===== config.mk =====
export PLATFORM = sky130hd
export DESIGN_NAME = ide_xfer_sequencer
export DESIGN_NICKNAME = d
export VERILOG_FILES = /design/src/rtl/ide_pkg.sv /design/src/rtl/ide_xfer_timer.sv /design/src/rtl/ide_xfer_sequencer.sv
export SDC_FILE = /design/constraint.sdc
export NUM_CORES = 1
export LEC_CHECK = 0
export BUFFER_PORTS_ARGS = -buffer_cell sky130_fd_sc_hd__buf_2
export CORE_MARGIN = 2
export CORE_UTILIZATION = 30
export CTS_BUF_LIST = sky130_fd_sc_hd__clkbuf_8 sky130_fd_sc_hd__clkbuf_16
export CTS_CLUSTER_DIAMETER = 200
export CTS_CLUSTER_SIZE = 40
export DETAILED_ROUTE_END_ITERATION = 8
export PLACE_DENSITY = 0.51
export SLEW_MARGIN = 25
export SYNTH_ARGS = -nofsm -noshare
export SYNTH_HDL_FRONTEND = slang
export SYNTH_SLANG_ARGS = --single-unit

===== constraint.sdc =====
create_clock -name clk -period 2.3 [get_ports clk]
set_input_delay 0.23 -clock clk [delete_from_list [all_inputs] [get_ports clk]]
set_output_delay 0.23 -clock clk [all_outputs]
set_load 0.05 [all_outputs]

===== src/rtl/ide_pkg.sv =====
// Shared IDE register map, status bit values and transfer-sequencer state
// encoding used by the ide_xfer_sequencer slice.
package ide_pkg;

   localparam logic [3:0] REG_STATUS_IRQ = 4'd0;
   localparam logic [3:0] REG_ERROR      = 4'd1;
   localparam logic [3:0] REG_IOCONTROL  = 4'd2;
   localparam logic [3:0] REG_IOPOS      = 4'd3;
   localparam logic [3:0] REG_STATUS     = 4'd4;
   localparam logic [3:0] REG_IOTARGET   = 4'd5;
   localparam logic [3:0] REG_FLAGS      = 4'd6;

   localparam logic [7:0] BSY  = 8'h80;
   localparam logic [7:0] DRDY = 8'h40;
   localparam logic [7:0] DSC  = 8'h10;
   localparam logic [7:0] DRQ  = 8'h08;
   localparam logic [7:0] ERR  = 8'h01;
   localparam logic [7:0] ABRT = 8'h04;

   // The same flags bit is written to clear the data flag and read to see it.
   localparam logic [7:0] FLAG_DATA     = 8'h20;
   localparam int         FLAG_DATA_BIT = 5;

   typedef enum logic [3:0] {
      IDLE,
      SET_DIR,
      FILL,
      ARM_POS,
      ARM_TGT,
      ARM_CLR,
      ARM_STAT,
      WAIT_DATA,
      POST_BSY,
      DRAIN,
      FINISH,
      ABT_ERR,
      ABT_STAT
   } xfer_state_t;

endpackage


===== src/rtl/ide_xfer_timer.sv =====
// WAIT_DATA watchdog for ide_xfer_sequencer; compiled only when
// IDE_XFER_TIMEOUT_EN is defined, so the default build carries no counter.
`ifdef IDE_XFER_TIMEOUT_EN
module ide_xfer_timer #(
   parameter int TIMEOUT_CYCLES = 1000000
) (
   input  logic clk,
   input  logic rst_,
   input  logic clear,
   output logic expired
);

   localparam int W = $clog2(TIMEOUT_CYCLES + 1);

   logic [W-1:0] cnt;

   // Expires on the TIMEOUT_CYCLES-th cycle after clear drops, then holds.
   assign expired = (cnt == W'(TIMEOUT_CYCLES - 1));

   always_ff @(posedge clk) begin
      if (!rst_) begin
         cnt <= '0;
      end else if (clear) begin
         cnt <= '0;
      end else if (!expired) begin
         cnt <= cnt + W'(1);
      end
   end

endmodule
`endif


===== src/rtl/ide_xfer_sequencer.sv =====
// Sequences IDE PIO block transfers through the register file and AVR buffer.
// Optional WAIT_DATA timeout: define IDE_XFER_TIMEOUT_EN.
module ide_xfer_sequencer
   import ide_pkg::*;
#(
   parameter int BLOCK_WORDS    = 256,
   parameter int TIMEOUT_CYCLES = 1000000
) (
   input  logic       clk,
   input  logic       rst_,
   input  logic       start,
   input  logic       dir,
   input  logic [7:0] nblocks,
   input  logic       abort,
   input  logic       blk_ack,
   output logic       busy,
   output logic       done,
   output logic       err,
   output logic       blk_ready,
   output logic [3:0] reg_a,
   output logic [7:0] reg_wd,
   output logic       reg_we,
   input  logic [7:0] reg_rdata
);

   localparam logic [7:0] IOTARGET = 8'(BLOCK_WORDS - 1);

   xfer_state_t state, state_nxt;
   logic        dir_q, dir_nxt;
   logic        first_q, first_nxt;
   logic [8:0]  cnt_q, cnt_nxt;
   logic        err_nxt;
   logic        busy_nxt, done_nxt, blk_ready_nxt, we_nxt;
   logic [3:0]  a_nxt;
   logic [7:0]  wd_nxt;
   logic        tmo;

`ifdef IDE_XFER_TIMEOUT_EN
   ide_xfer_timer #(
      .TIMEOUT_CYCLES(TIMEOUT_CYCLES)
   ) u_timer (
      .clk    (clk),
      .rst_   (rst_),
      .clear  (state != WAIT_DATA),
      .expired(tmo)
   );
`else
   // TIMEOUT_CYCLES stays on the interface but can never fire here.
   assign tmo = (TIMEOUT_CYCLES < 0);
`endif

   always_comb begin
      // NOTE: every variable gets a default first so no path infers a latch.
      state_nxt = state;
      dir_nxt   = dir_q;
      first_nxt = first_q;
      cnt_nxt   = cnt_q;
      err_nxt   = err;

      unique case (state)
         IDLE: begin
            if (start) begin
               state_nxt = SET_DIR;
               dir_nxt   = dir;
               first_nxt = 1'b1;
               cnt_nxt   = (nblocks == 8'd0) ? 9'd256 : {1'b0, nblocks};
               err_nxt   = 1'b0;
            end
         end
         SET_DIR:  state_nxt = dir_q ? ARM_POS : FILL;
         FILL:     if (blk_ack) state_nxt = ARM_POS;
         ARM_POS:  state_nxt = ARM_TGT;
         ARM_TGT:  state_nxt = ARM_CLR;
         ARM_CLR:  state_nxt = ARM_STAT;
         ARM_STAT: begin
            state_nxt = WAIT_DATA;
            first_nxt = 1'b0;
         end
         WAIT_DATA: begin
            if (reg_rdata[FLAG_DATA_BIT]) begin
               cnt_nxt = cnt_q - 9'd1;
               if (dir_q)                state_nxt = POST_BSY;
               else if (cnt_q != 9'd1)   state_nxt = FILL;
               else                      state_nxt = FINISH;
            end else if (tmo) begin
               state_nxt = ABT_ERR;
            end
         end
         POST_BSY: state_nxt = DRAIN;
         DRAIN:    if (blk_ack) state_nxt = (cnt_q != 9'd0) ? ARM_POS : FINISH;
         FINISH:   state_nxt = IDLE;
         ABT_ERR:  state_nxt = ABT_STAT;
         ABT_STAT: state_nxt = IDLE;
         default:  state_nxt = IDLE;
      endcase

      // Abort wins over ack, data flag and timeout; the abort path itself runs to completion.
      if (abort && !(state inside {IDLE, ABT_ERR, ABT_STAT})) begin
         state_nxt = ABT_ERR;
         cnt_nxt   = cnt_q;
      end

      // Outputs are decoded from the state being entered, then registered.
      busy_nxt      = (state_nxt != IDLE);
      done_nxt      = (state_nxt inside {FINISH, ABT_STAT});
      blk_ready_nxt = (state_nxt inside {FILL, DRAIN});
      if (state_nxt == ABT_STAT) err_nxt = 1'b1;

      we_nxt = 1'b0;
      a_nxt  = 4'd0;
      wd_nxt = 8'd0;
      unique case (state_nxt)
         SET_DIR: begin
            we_nxt = 1'b1; a_nxt = REG_IOCONTROL; wd_nxt = {7'b0, dir_nxt};
         end
         ARM_POS: begin
            we_nxt = 1'b1; a_nxt = REG_IOPOS; wd_nxt = 8'h00;
         end
         ARM_TGT: begin
            we_nxt = 1'b1; a_nxt = REG_IOTARGET; wd_nxt = IOTARGET;
         end
         ARM_CLR: begin
            we_nxt = 1'b1; a_nxt = REG_FLAGS; wd_nxt = FLAG_DATA;
         end
         ARM_STAT: begin
            // First host-to-device block is announced without an interrupt.
            we_nxt = 1'b1;
            a_nxt  = (dir_nxt && first_nxt) ? REG_STATUS : REG_STATUS_IRQ;
            wd_nxt = DRDY | DSC | DRQ;
         end
         WAIT_DATA: a_nxt = REG_FLAGS;
         POST_BSY: begin
            we_nxt = 1'b1; a_nxt = REG_STATUS; wd_nxt = BSY | DRDY | DSC;
         end
         FINISH: begin
            we_nxt = 1'b1;
            a_nxt  = dir_nxt ? REG_STATUS_IRQ : REG_STATUS;
            wd_nxt = DRDY | DSC;
         end
         ABT_ERR: begin
            we_nxt = 1'b1; a_nxt = REG_ERROR; wd_nxt = ABRT;
         end
         ABT_STAT: begin
            we_nxt = 1'b1; a_nxt = REG_STATUS_IRQ; wd_nxt = DRDY | DSC | ERR;
         end
         default: ;
      endcase
   end

   // NOTE: sequential state uses non-blocking assignments only.
   always_ff @(posedge clk) begin
      if (!rst_) begin
         state     <= IDLE;
         dir_q     <= 1'b0;
         first_q   <= 1'b0;
         cnt_q     <= 9'd0;
         busy      <= 1'b0;
         done      <= 1'b0;
         err       <= 1'b0;
         blk_ready <= 1'b0;
         reg_we    <= 1'b0;
         reg_a     <= 4'd0;
         reg_wd    <= 8'd0;
      end else begin
         state     <= state_nxt;
         dir_q     <= dir_nxt;
         first_q   <= first_nxt;
         cnt_q     <= cnt_nxt;
         busy      <= busy_nxt;
         done      <= done_nxt;
         err       <= err_nxt;
         blk_ready <= blk_ready_nxt;
         reg_we    <= we_nxt;
         reg_a     <= a_nxt;
         reg_wd    <= wd_nxt;
      end
   end

endmodule


After elaboration in Yosys (flattened, before gate mapping)
Cells that the tools add are included.

Add/subtract/negate cells: 1. Equal/unequal tests: 26. Muxes and demuxes: 26. Bitwise operators: 1. Reduce and logical (&&, ||, !) cells: 17.

Operator list (count): 8-bit case mux with 8 select lines (1); 4-bit case mux with 11 select lines (1); 4-bit equality test, second input constant (9); 4-bit by 3-bit equality test with 1-bit output, second input constant (8); 4-bit 2-to-1 mux (8); 9-bit 2-to-1 mux (3); 3-bit case mux with 8 select lines (1); 9-bit case mux with 2 select lines (1); 4-bit by 2-bit equality test with 1-bit output, second input constant (4); 2-bit nonzero test (5); 9-bit by 1-bit != test with 1-bit output, second input constant (1); 9-bit nonzero test (1); 9-bit OR reduction (1); 9-bit by 1-bit subtractor with 9-bit output, second input constant (1); 4-bit by 1-bit equality test with 1-bit output, second input constant (2); 8-bit logical NOT (1); 1-bit 2-to-1 mux (8); 3-bit 2-to-1 mux (2); 4-bit logical NOT (1); 2-bit != test, second input constant (2); 4-bit AND reduction (1); 4-bit nonzero test (1); 3-bit nonzero test (1); 1-bit logical AND (2); 5 further kinds (5).

Register bits after elaboration: 32. Output and inout bits: 17.

Depth between registers and ports, before layout
Gate-level depths: netlist of run 1.

Word-level depth: 9. Gate-level depth with buffers: 8. Mapped depth without buffers: 7.

Least setup slack after synthesis of run 1
No wires, ideal clock.

Path type: flip-flop to flip-flop. Start: reg cnt_q[0]. End: reg reg_wd[3]. Library setup time: 65 ps. Arrival time: 1655 ps. Data required time: 2235 ps. Slack: 581 ps. Stages on the path, launching flop included: 9. Path buffers: 1. Clock period less this slack: 1719 ps. Cell sequence: dfxtp_1 -> inv_1 -> ha_1 -> nand3_1 -> a31oi_1 -> or2_1 -> buf_4 -> or3_1 -> nor2_1.

Longest elaborated chain between the ends: 8. Elaborated cells on any way between the ends: 18. Those cells by class: eq/ne (9); mux (8); reduce/logical (1).

Ends and longest elaborated chain: from (decl) (line ide_xfer_sequencer.sv:31) `logic [8:0] cnt_q, cnt_nxt;`; from (signal assigned) (line ide_xfer_sequencer.sv:168) `cnt_q <= cnt_nxt;`; 9-bit by 1-bit != test with 1-bit output (line ide_xfer_sequencer.sv:83) `else if (cnt_q != 9'd1) state_nxt = FILL;`; 4-bit 2-to-1 mux (line ide_xfer_sequencer.sv:83); 4-bit 2-to-1 mux (line ide_xfer_sequencer.sv:82) `if (dir_q) state_nxt = POST_BSY;`; 4-bit 2-to-1 mux (line ide_xfer_sequencer.sv:80) `if (reg_rdata[FLAG_DATA_BIT]) begin`; 4-bit case mux with 11 select lines * (line ide_xfer_sequencer.sv:60) `unique case (state)`; 4-bit 2-to-1 mux * (line ide_xfer_sequencer.sv:98) `if (abort && !(state inside {IDLE, ABT_ERR, ABT_STAT})) begin`; 4-bit equality test (tied with other cells) (line ide_xfer_sequencer.sv:112) `unique case (state_nxt)`; 8-bit case mux with 8 select lines * (line ide_xfer_sequencer.sv:112); to (signal assigned) (line ide_xfer_sequencer.sv:175) `reg_wd <= wd_nxt;`; to (decl) (line ide_xfer_sequencer.sv:21) `output logic [7:0] reg_wd,`.

Mark *: on every way between the ends. The rest lies on a longest branch, timed or not. A chain may end at the register's enable or synchronous reset.

Worst setup path after layout of run 1
Start: reg state[0]. End: reg reg_a[2].

Longest elaborated chain between the ends: 8. Elaborated cells on any way between the ends: 37. Those cells by class: eq/ne (20); mux (11); reduce/logical (6).

Ends and longest elaborated chain: from (decl) (line ide_xfer_sequencer.sv:28) `xfer_state_t state, state_nxt;`; from (signal assigned) (line ide_xfer_sequencer.sv:165) `state <= state_nxt;`; 4-bit equality test (tied with other cells) (line ide_xfer_sequencer.sv:60, ide_xfer_sequencer.sv:98); 3-bit nonzero test (line ide_xfer_sequencer.sv:98); 1-bit logical NOT (line ide_xfer_sequencer.sv:98); 1-bit logical AND (line ide_xfer_sequencer.sv:98); 4-bit 2-to-1 mux (line ide_xfer_sequencer.sv:98); 4-bit by 3-bit equality test with 1-bit output (line ide_xfer_sequencer.sv:112); 2-bit OR reduction (no source line); 3-bit case mux with 8 select lines * (line ide_xfer_sequencer.sv:112); to (signal assigned) (line ide_xfer_sequencer.sv:174) `reg_a <= a_nxt;`; to (decl) (line ide_xfer_sequencer.sv:20) `output logic [3:0] reg_a,`.

Marks and branches as above.

==> results.json, run 1 <==
{
  "switching_share": 0.451,
  "cts_inserted_buffers": 5,
  "place_area_sq_um": 1860,
  "postCtsHoldBufs": 0,
  "hp-start": "dir",
  "hold_class": "in2reg",
  "ys_async_sr_fraction": 0,
  "drv_slew": 0,
  "final_area_sq_um": 1960,
  "clockBufferDepth": 2,
  "crit_path_end_kind": "register",
  "p_int_w": 0.00125,
  "synth_area_leaders": "dfxtp_1 36%, nor2_1 7.0%, a21oi_1 6.0%, o21ai_0 2.7%, ha_1 2.2%",
  "io_pins": 39,
  "grt_pass1_vias": 1491,
  "die_w_um": 78.6,
  "initial_utilization": 0.307,
  "yosysSeqAreaShare": 0.359,
  "grt_pass1_wl_um": 7140,
  "clkSinkCount": 30,
  "yosysUniqueCellTypes": 53,
  "place_hpwl_um": 3010,
  "grt_use_total": 0.144,
  "final-setup-viol-count": 0,
  "status": "completed",
  "synth_top_area_cell": "dfxtp_1",
  "synth_seq_cells": 30,
  "hold-worst-slack_ps": 215,
  "ant_nets": 0,
  "crit_arrival_ps": 2210,
  "via_count": 1554,
  "crit_chain": "nor2_2 > a21boi_0 > nand3_2 > and3_1 > a22oi_1 > o32ai_1",
  "path_class": "reg2reg",
  "tns_ps": 0,
  "fp.coreArea_sq_um": 5440,
  "drive_gt1_frac": 0.233,
  "crit_required_ps": 2460,
  "tritoncts": "done",
  "cts.repair_timing.setup_buffer_count": 0,
  "rows": 27,
  "synth_top_area_frac": 0.359,
  "peakVddDrop_v": 0.000340,
  "rsz0062_at_grt": "false",
  "synth_edf_count": 0,
  "die_h_um": 78.6,
  "nets": 260,
  "drc": 0,
  "dr.pass1.iters": 4,
  "fin_total_pwr_w": 0.00229,
  "synth.cell_area_sq_um": 1670,
  "synth-main-ff-cell": "dfxtp_1",
  "cp-start-kind": "register",
  "cellPowerDensity_nw_per_um2": 1170,
  "power_leakage_nw": 0.818,
  "htreeDepth": 2,
  "startpoint": "state[0]$_SDFF_PN0_",
  "crit_slowest_cell": "dfxtp_1",
  "numPortBuffers": 30,
  "fin_ws_ps": 245,
  "pre_cts_ws_ps": 295,
  "grt_overflow": 0,
  "dieArea_sq_um": 6190,
  "gp_congestion": 0.827,
  "cap_viol_max_count": 0,
  "hold_violations": 0,
  "synthCells": 207,
  "cp_max_fo": 13,
  "clk_pin_slew_worst_paths_ps": 70,
  "fin_crit_ps": 2060,
  "synth-warning-count": 0,
  "post_cts_resize_count": 0,
  "syn2layout_area_growth_pct": 17.1,
  "cts_root_buffer": "clkbuf_8",
  "drt_iter0_markers": 126,
  "slowest_delay_ps": 580,
  "yosys.cell_count.top_type": "nor2_1",
  "worst_clock_skew_ps": 3.90,
  "antenna_found_initial": 0,
  "syn_avg_cell_area_sq_um": 8.08,
  "p_seq_frac": 0.325,
  "vias_per_cell": 5.05,
  "insertion_delay_ps": 280,
  "diodes": 0,
  "combPwrFrac": 0.480,
  "synth_nets": 232,
  "netlist_top_cells_count": "31 x nor2_1, 30 x dfxtp_1, 20 x a21oi_1",
  "wl_per_cell_um": 13.5,
  "grt_max_degree": 19,
  "r2r_start": "state[0]$_SDFF_PN0_",
  "timing.fmax_mhz": 487,
  "routed_wl_um": 4150,
  "p_sw_w": 0.00103,
  "clockPowerShare": 0.195,
  "nFillCells": 577,
  "relSlewSlack": 0.642,
  "fin_crit_sh": 0.894,
  "tightest_slew_ps": 537
}
## cell usage in the layout, fill, tap and decap left out, types with 3 or more instances in the layout
cell / n
nor2_1: 31
a21oi_1: 20
nand2_1: 8
buf_4: 5
nand4_1: 3
a31oi_1: 5
inv_1: 8
buf_2: 30
dfxtp_1: 30
nand3b_1: 4
or2_2: 3
nor3_1: 7
a21boi_0: 3
nand3_1: 7
ha_1: 3
clkbuf_8: 6
a21o_1: 4
o21a_1: 3
o21ai_0: 9
and3_1: 5
## logic make-up after synthesis
| kind of cell | synth area share |
|---|---|
| adders and majority gates | 0.0225 |
| other | 0.00224 |
| AOI/OAI and AO/OA | 0.246 |
| DFF | 0.359 |
| and+or+nand+nor | 0.293 |
| muxes | 0.00674 |
| buffers and inverters | 0.0704 |
## critical path: cells and delay by family, from the launching register on
| family | cells | cell delay [ps] |
|---|---|---|
| and+or+nand+nor | 3 | 600 |
| DFF | 1 | 580 |
| AOI/OAI and AO/OA | 3 | 750 |
## metrics by stage
stage | std cells | util
2_1_floorplan | 207 | -
3_5_place_dp | 300 | 0.342
6_report | 308 | 0.360
4_1_cts | 308 | 0.360
3_3_place_gp | 300 | 0.342
5_1_grt | 308 | 0.360
## path summary, 6_finish.rpt
kind / slack (ps) / end / cells after the start
max: 240 / reg_a[2]$_SDFF_PN0_ / 6
min: 210 / reg_wd[0]$_SDFF_PN0_ / 3
max reg2reg: 240 / reg_a[2]$_SDFF_PN0_ / 6
min reg2reg: 480 / err$_SDFFE_PN0P_ / 2
## area by class of cell
class | instances | area [sq um] | share of cell area
clock buffers | 6 | 82.6 | 0.0422
clock inverters | 2 | 12.5 | 0.00639
inverters | 8 | 30.0 | 0.0153
multi-input cells | 155 | 953 | 0.487
flip-flops and latches | 30 | 601 | 0.307
well taps | 72 | 90.1 | 0.0460
repair buffers | 35 | 188 | 0.0959
## power groups by stage
stage                     Combinational [W]  Sequential [W]  Clock, W
after floorplan                    0.000716        0.000906         0
after global placement              0.00109        0.000754         0
after detailed placement            0.00109        0.000755         0
after CTS                           0.00109        0.000743  0.000467
after global routing                0.00120        0.000763  0.000495
final                               0.00110        0.000744  0.000446
## registers in the layout, summed over array words and instances (netlist names)
register and flops:
cnt_q 9, err 1, reg_we 1, state 4, done 1, reg_wd 7, blk_ready 1, busy 1
dir_q 1, first_q 1, reg_a 3
## per-layer routing
layer	wire, um	track usage	vias up
met5	0	0	-
met4	40	0.0439	0
met3	182	0.0356	4
met2	1750	0.209	39
met1	2180	0.209	708
li1	-	-	803
Note: power is estimated with default switching activity, not from simulation.
==> inputs of run 2 (changes only) <==
CELL_PAD_IN_SITES_DETAIL_PLACEMENT = 1   (was not set)
CELL_PAD_IN_SITES_GLOBAL_PLACEMENT = 1   (was not set)
PLACE_DENSITY = 0.65   (was 0.51)
==> run 2 against run 1 <==
Effect of this change:
- hold slack improved by 6.2 ps
- cell count unchanged
- clock power is 3% lower
- total power increased by 0.49%
- critical path depth is the same
- die area did not move
- flip-flop and latch count stayed put
- core utilization decreased by 0.069 points
- first-iteration DRC count decreased by 25%
- non-clock buffer count did not move
==> results.json, run 2 (synthesized netlist as in run 1, its figures left out) <==
{
  "status": "completed",
  "final_cell_mix": "31 x nor2_1, 30 x dfxtp_1, 30 x buf_2, 20 x a21oi_1",
  "crit_required_ps": 2440,
  "path_class": "reg2reg",
  "nets": 260,
  "diodes": 0,
  "final-setup-viol-count": 0,
  "place_area_sq_um": 1860,
  "rows": 27,
  "cts_inserted_buffers": 5,
  "postCtsHoldBufs": 0,
  "tns_ps": 0,
  "clockBufferDepth": 2,
  "final-seq-area_sq_um": 601,
  "grt_use_total": 0.158,
  "die_w_um": 78.6,
  "grt_max_degree": 19,
  "cellPowerDensity_nw_per_um2": 1180,
  "fin_crit_sh": 0.913,
  "drive_gt1_frac": 0.229,
  "crit_path_end_kind": "register",
  "crit_arrival_ps": 2240,
  "nFillCells": 669,
  "numPortBuffers": 30,
  "fin_crit_ps": 2100,
  "cts_root_buffer": "clkbuf_8",
  "clkSinkCount": 30,
  "insertion_delay_ps": 280,
  "post_cts_resize_count": 0,
  "grt_overflow": 0,
  "cp-start-kind": "register",
  "syn2layout_area_growth_pct": 16.8,
  "grt_pass1_wl_um": 7710,
  "wl_met2_um": 2060,
  "gp_congestion": 0.795,
  "final_area_sq_um": 1950,
  "fp.coreArea_sq_um": 5440,
  "multi_input_area_sq_um": 953,
  "clk_pin_slew_worst_paths_ps": 60,
  "peakVddDrop_v": 0.000534,
  "tritoncts": "done",
  "place_hpwl_um": 3340,
  "wl_met3_um": 196,
  "htreeDepth": 2,
  "relSlewSlack": 0.640,
  "regMostFlops": "cnt_q",
  "hold_class": "in2reg",
  "die_h_um": 78.6,
  "tightest_slew_ps": 539,
  "routed_wl_um": 4600,
  "wl_met1_um": 2290,
  "antenna_found_initial": 0,
  "final_common_cell": "nor2_1",
  "worst_clock_skew_ps": 5.23,
  "via_count": 1607,
  "cts.repair_timing.setup_buffer_count": 0,
  "cap_viol_max_count": 0,
  "rsz0062_at_grt": "false",
  "crit_chain": "nor2_2 > a21boi_0 > nand3_2 > nand2_1 > o41a_1 > a31oi_1",
  "drt_iter0_markers": 95,
  "largest_registers": "cnt_q x9, reg_wd x7, state x4",
  "slowest_delay_ps": 590,
  "routed.top_layer": "met4",
  "drv_slew": 0,
  "timing.fmax_mhz": 476,
  "vias_per_cell": 5.22,
  "io_pins": 39,
  "dr.pass1.iters": 4,
  "crit_slowest_cell": "dfxtp_1",
  "hold_violations": 0,
  "wl_per_cell_um": 14.9,
  "ant_nets": 0,
  "dieArea_sq_um": 6190,
  "cp_max_fo": 13,
  "initial_utilization": 0.307,
  "grt_pass1_vias": 1609,
  "largest_reg_flops": 9,
  "drc": 0,
  "power_leakage_nw": 0.823
}
-- run 2: cell types whose count changed in the layout (fill, tap and decap cells not counted), sizes merged --
cell / delta
inv: +1
clkinvlp: -1
-- run 2: path summary, 6_finish.rpt --
path	slack [ps]	cells past startpoint	end	start
max	200	6	reg_we$_SDFF_PN0_	state[0]$_SDFF_PN0_
min	220	3	reg_wd[0]$_SDFF_PN0_	dir
max reg2reg	200	6	reg_we$_SDFF_PN0_	state[0]$_SDFF_PN0_
min reg2reg	460	2	err$_SDFFE_PN0P_	err$_SDFFE_PN0P_
-- run 2: where the power goes --
group / internal [W] / switching [W]
Combinational: 0.000385 / 0.000735
Sequential: 0.000631 / 0.000115
Clock: 0.000236 / 0.000196
-- run 2: stage by stage --
step	worst slack (ps)	utilization	cells	hold WS, ps	total power (W)
2_1_floorplan	581	-	207	367	0.00162
4_1_cts	217	0.359	308	207	0.00231
3_5_place_dp	226	0.342	300	453	0.00187
5_1_grt	12.4	0.359	308	227	0.00247
3_3_place_gp	248	0.342	300	452	0.00186
6_report	200	0.359	308	221	0.00230
-- run 2: cell type report --
cell class                 instances  share of cell area
clock buffer                       6              0.0423
clock inverter                     2             0.00448
inverter                           8              0.0154
multi-input combinational        155               0.488
sequential                        30               0.307
tap                               72              0.0461
timing repair buffer              35              0.0961
-- run 2: critical path: cells and delay by family, from the launching register on --
kind / cells / cell delay [ps]
AO/OA/AOI/OAI: 3 / 680
flip-flops: 1 / 590
AND/OR/NAND/NOR: 3 / 700
-- run 2: metal layers --
metal	up-vias	GRT usage
met4	0	0.0579
met2	24	0.240
met3	5	0.0391
li1	800	-
met1	778	0.216
met5	-	0
==> inputs of run 3 (changes only) <==
clock period = 2.4 ns   (was 2.3 ns; I/O delays follow)
==> run 3 against run 2 <==
Effect of this change:
- critical path depth unchanged
- highest routed layer unchanged
- via count up 0.37%
- critical path type unchanged
- final area up 0.38%
- die area unchanged
- hold slack about the same
- flip-flop and latch count unchanged
- maximum frequency up 1.3%
- combinational power down 5%
- largest cell class unchanged
- clock power up 15%
==> results.json, run 3 (synthesized netlist as in run 1, its figures left out) <==
{
  "cp-start-kind": "register",
  "fin_crit_sh": 0.864,
  "ant_nets": 0,
  "drive_gt1_frac": 0.221,
  "cap_viol_max_count": 0,
  "clk_pin_slew_worst_paths_ps": 70,
  "via_count": 1613,
  "crit_arrival_ps": 2220,
  "drt_iter0_markers": 100,
  "gp_congestion": 0.792,
  "cellPowerDensity_nw_per_um2": 1160,
  "syn2layout_area_growth_pct": 17.3,
  "r2r_start": "state[1]$_SDFF_PN0_",
  "ff2ff_setup_slack_ps": 330,
  "routed_wl_um": 4540,
  "grt_use_total": 0.155,
  "drc": 0,
  "r2r_cells": 6,
  "final_common_cell": "nor2_1",
  "largest_registers": "cnt_q x9, reg_wd x7, state x4",
  "fp.coreArea_sq_um": 5440,
  "worst_clock_skew_ps": 5.53,
  "initial_utilization": 0.307,
  "htreeDepth": 2,
  "fin_crit_ps": 2070,
  "place_hpwl_um": 3300,
  "nets": 259,
  "regMostFlops": "cnt_q",
  "clockBufferDepth": 2,
  "crit_slowest_cell": "dfxtp_1",
  "cp.buffers_inverters": 0,
  "io_pins": 39,
  "rsz0062_at_grt": "false",
  "postCtsHoldBufs": 0,
  "crit_required_ps": 2550,
  "worst_hold_path.endpoint": "reg_wd[0]$_SDFF_PN0_",
  "final_core_util": 0.360,
  "hold_class": "in2reg",
  "wl_per_cell_um": 14.8,
  "dr.pass1.iters": 4,
  "cts_root_buffer": "clkbuf_8",
  "cp_max_fo": 12,
  "grt_pass1_wl_um": 7600,
  "insertion_delay_ps": 280,
  "path_class": "reg2reg",
  "hold_depth": 3,
  "power_leakage_nw": 0.827,
  "place_area_sq_um": 1850,
  "r2r-end": "reg_we$_SDFF_PN0_",
  "die_h_um": 78.6,
  "tritoncts": "done",
  "diodes": 0,
  "crit_family": "simple AND/OR/NAND/NOR gates",
  "final_area_sq_um": 1960,
  "tns_ps": 0,
  "cts.repair_timing.setup_buffer_count": 0,
  "grt_pass1_vias": 1595,
  "crit_path_end_kind": "register",
  "relSlewSlack": 0.649,
  "clkSinkCount": 30,
  "final_cell_mix": "31 x nor2_1, 30 x dfxtp_1, 30 x buf_2, 20 x a21oi_1, 10 x inv_1",
  "dieArea_sq_um": 6190,
  "die_w_um": 78.6,
  "grt_max_degree": 19,
  "hold_violations": 0,
  "peakVddDrop_v": 0.000355,
  "final-setup-viol-count": 0,
  "post_cts_resize_count": 0,
  "crit_chain": "nor2_2 > a21boi_0 > nand3_2 > nand2_1 > o41a_1 > a31oi_1",
  "antenna_found_initial": 0,
  "numPortBuffers": 30,
  "drv_slew": 0,
  "cts_inserted_buffers": 5,
  "largest_reg_flops": 9,
  "tightest_slew_ps": 525,
  "rows": 27,
  "hp-start": "dir",
  "timing.fmax_mhz": 482,
  "vias_per_cell": 5.25,
  "grt_overflow": 0,
  "slowest_delay_ps": 580,
  "status": "completed"
}
[run 3: cell types whose count changed in the layout (fill, tap and decap cells not counted)]
cell       before  now
clkbuf_8        6    5
bufinv_16       0    1
buf_4           5    4
clkinv_2        1    0
inv_1           9   10
[run 3: per-layer routing]
layer  vias to the layer above  track usage  share of wire
met5                         -            0              0
met4                         0       0.0368         0.0073
met3                         3       0.0379          0.028
met2                        21        0.235           0.44
met1                       791        0.219           0.52
li1                        798            -              -
[run 3: metrics by stage]
step                      worst slack, ps  power, W  cells  hold slack (ps)
after floorplan                       681   0.00155    207              377
after global placement                352   0.00177    299              452
after detailed placement              334   0.00178    299              458
after CTS                             301   0.00229    307              222
after global routing                  103   0.00243    307              247
final                                 326   0.00228    307              221
[run 3: where the power goes]
part / switching [W] / total [W] / leakage [nW] / internal [W]
sequential: 0.000110 / 0.000715 / 0.245 / 0.000605
clock: 0.000196 / 0.000498 / 0.0607 / 0.000302
combinational: 0.000702 / 0.00106 / 0.521 / 0.000363
total: 0.00101 / 0.00228 / 0.827 / 0.00127
[run 3: tightest hold or removal path, delay by kind of cell]
| kind | cells | cell delay [ps] |
|---|---|---|
| compound gates | 1 | 50 |
| buf+inv | 1 | 90 |
| simple gates | 1 | 80 |
[run 3: how the worst max path moves through the flow]
stage,depth (start not counted),end,from,slack (ps)
after floorplan,8,reg_wd[3]$_SDFF_PN0_,cnt_q[0]$_SDFFE_PN0P_,680
after global placement,6,busy$_SDFF_PN0_,state[0]$_SDFF_PN0_,350
after detailed placement,6,reg_we$_SDFF_PN0_,state[1]$_SDFF_PN0_,330
after CTS,6,busy$_SDFF_PN0_,state[1]$_SDFF_PN0_,300
after global routing,6,reg_we$_SDFF_PN0_,state[0]$_SDFF_PN0_,100
final,6,reg_we$_SDFF_PN0_,state[1]$_SDFF_PN0_,330
[run 3: area by class of cell]
type | count | area (sq um)
clock buffers | 5 | 68.8
clock inverters | 3 | 37.5
fillers | 670 | 3480
inverters | 8 | 30.0
multi-input cells | 155 | 953
flip-flops and latches | 30 | 601
well taps | 72 | 90.1
repair buffers | 34 | 180
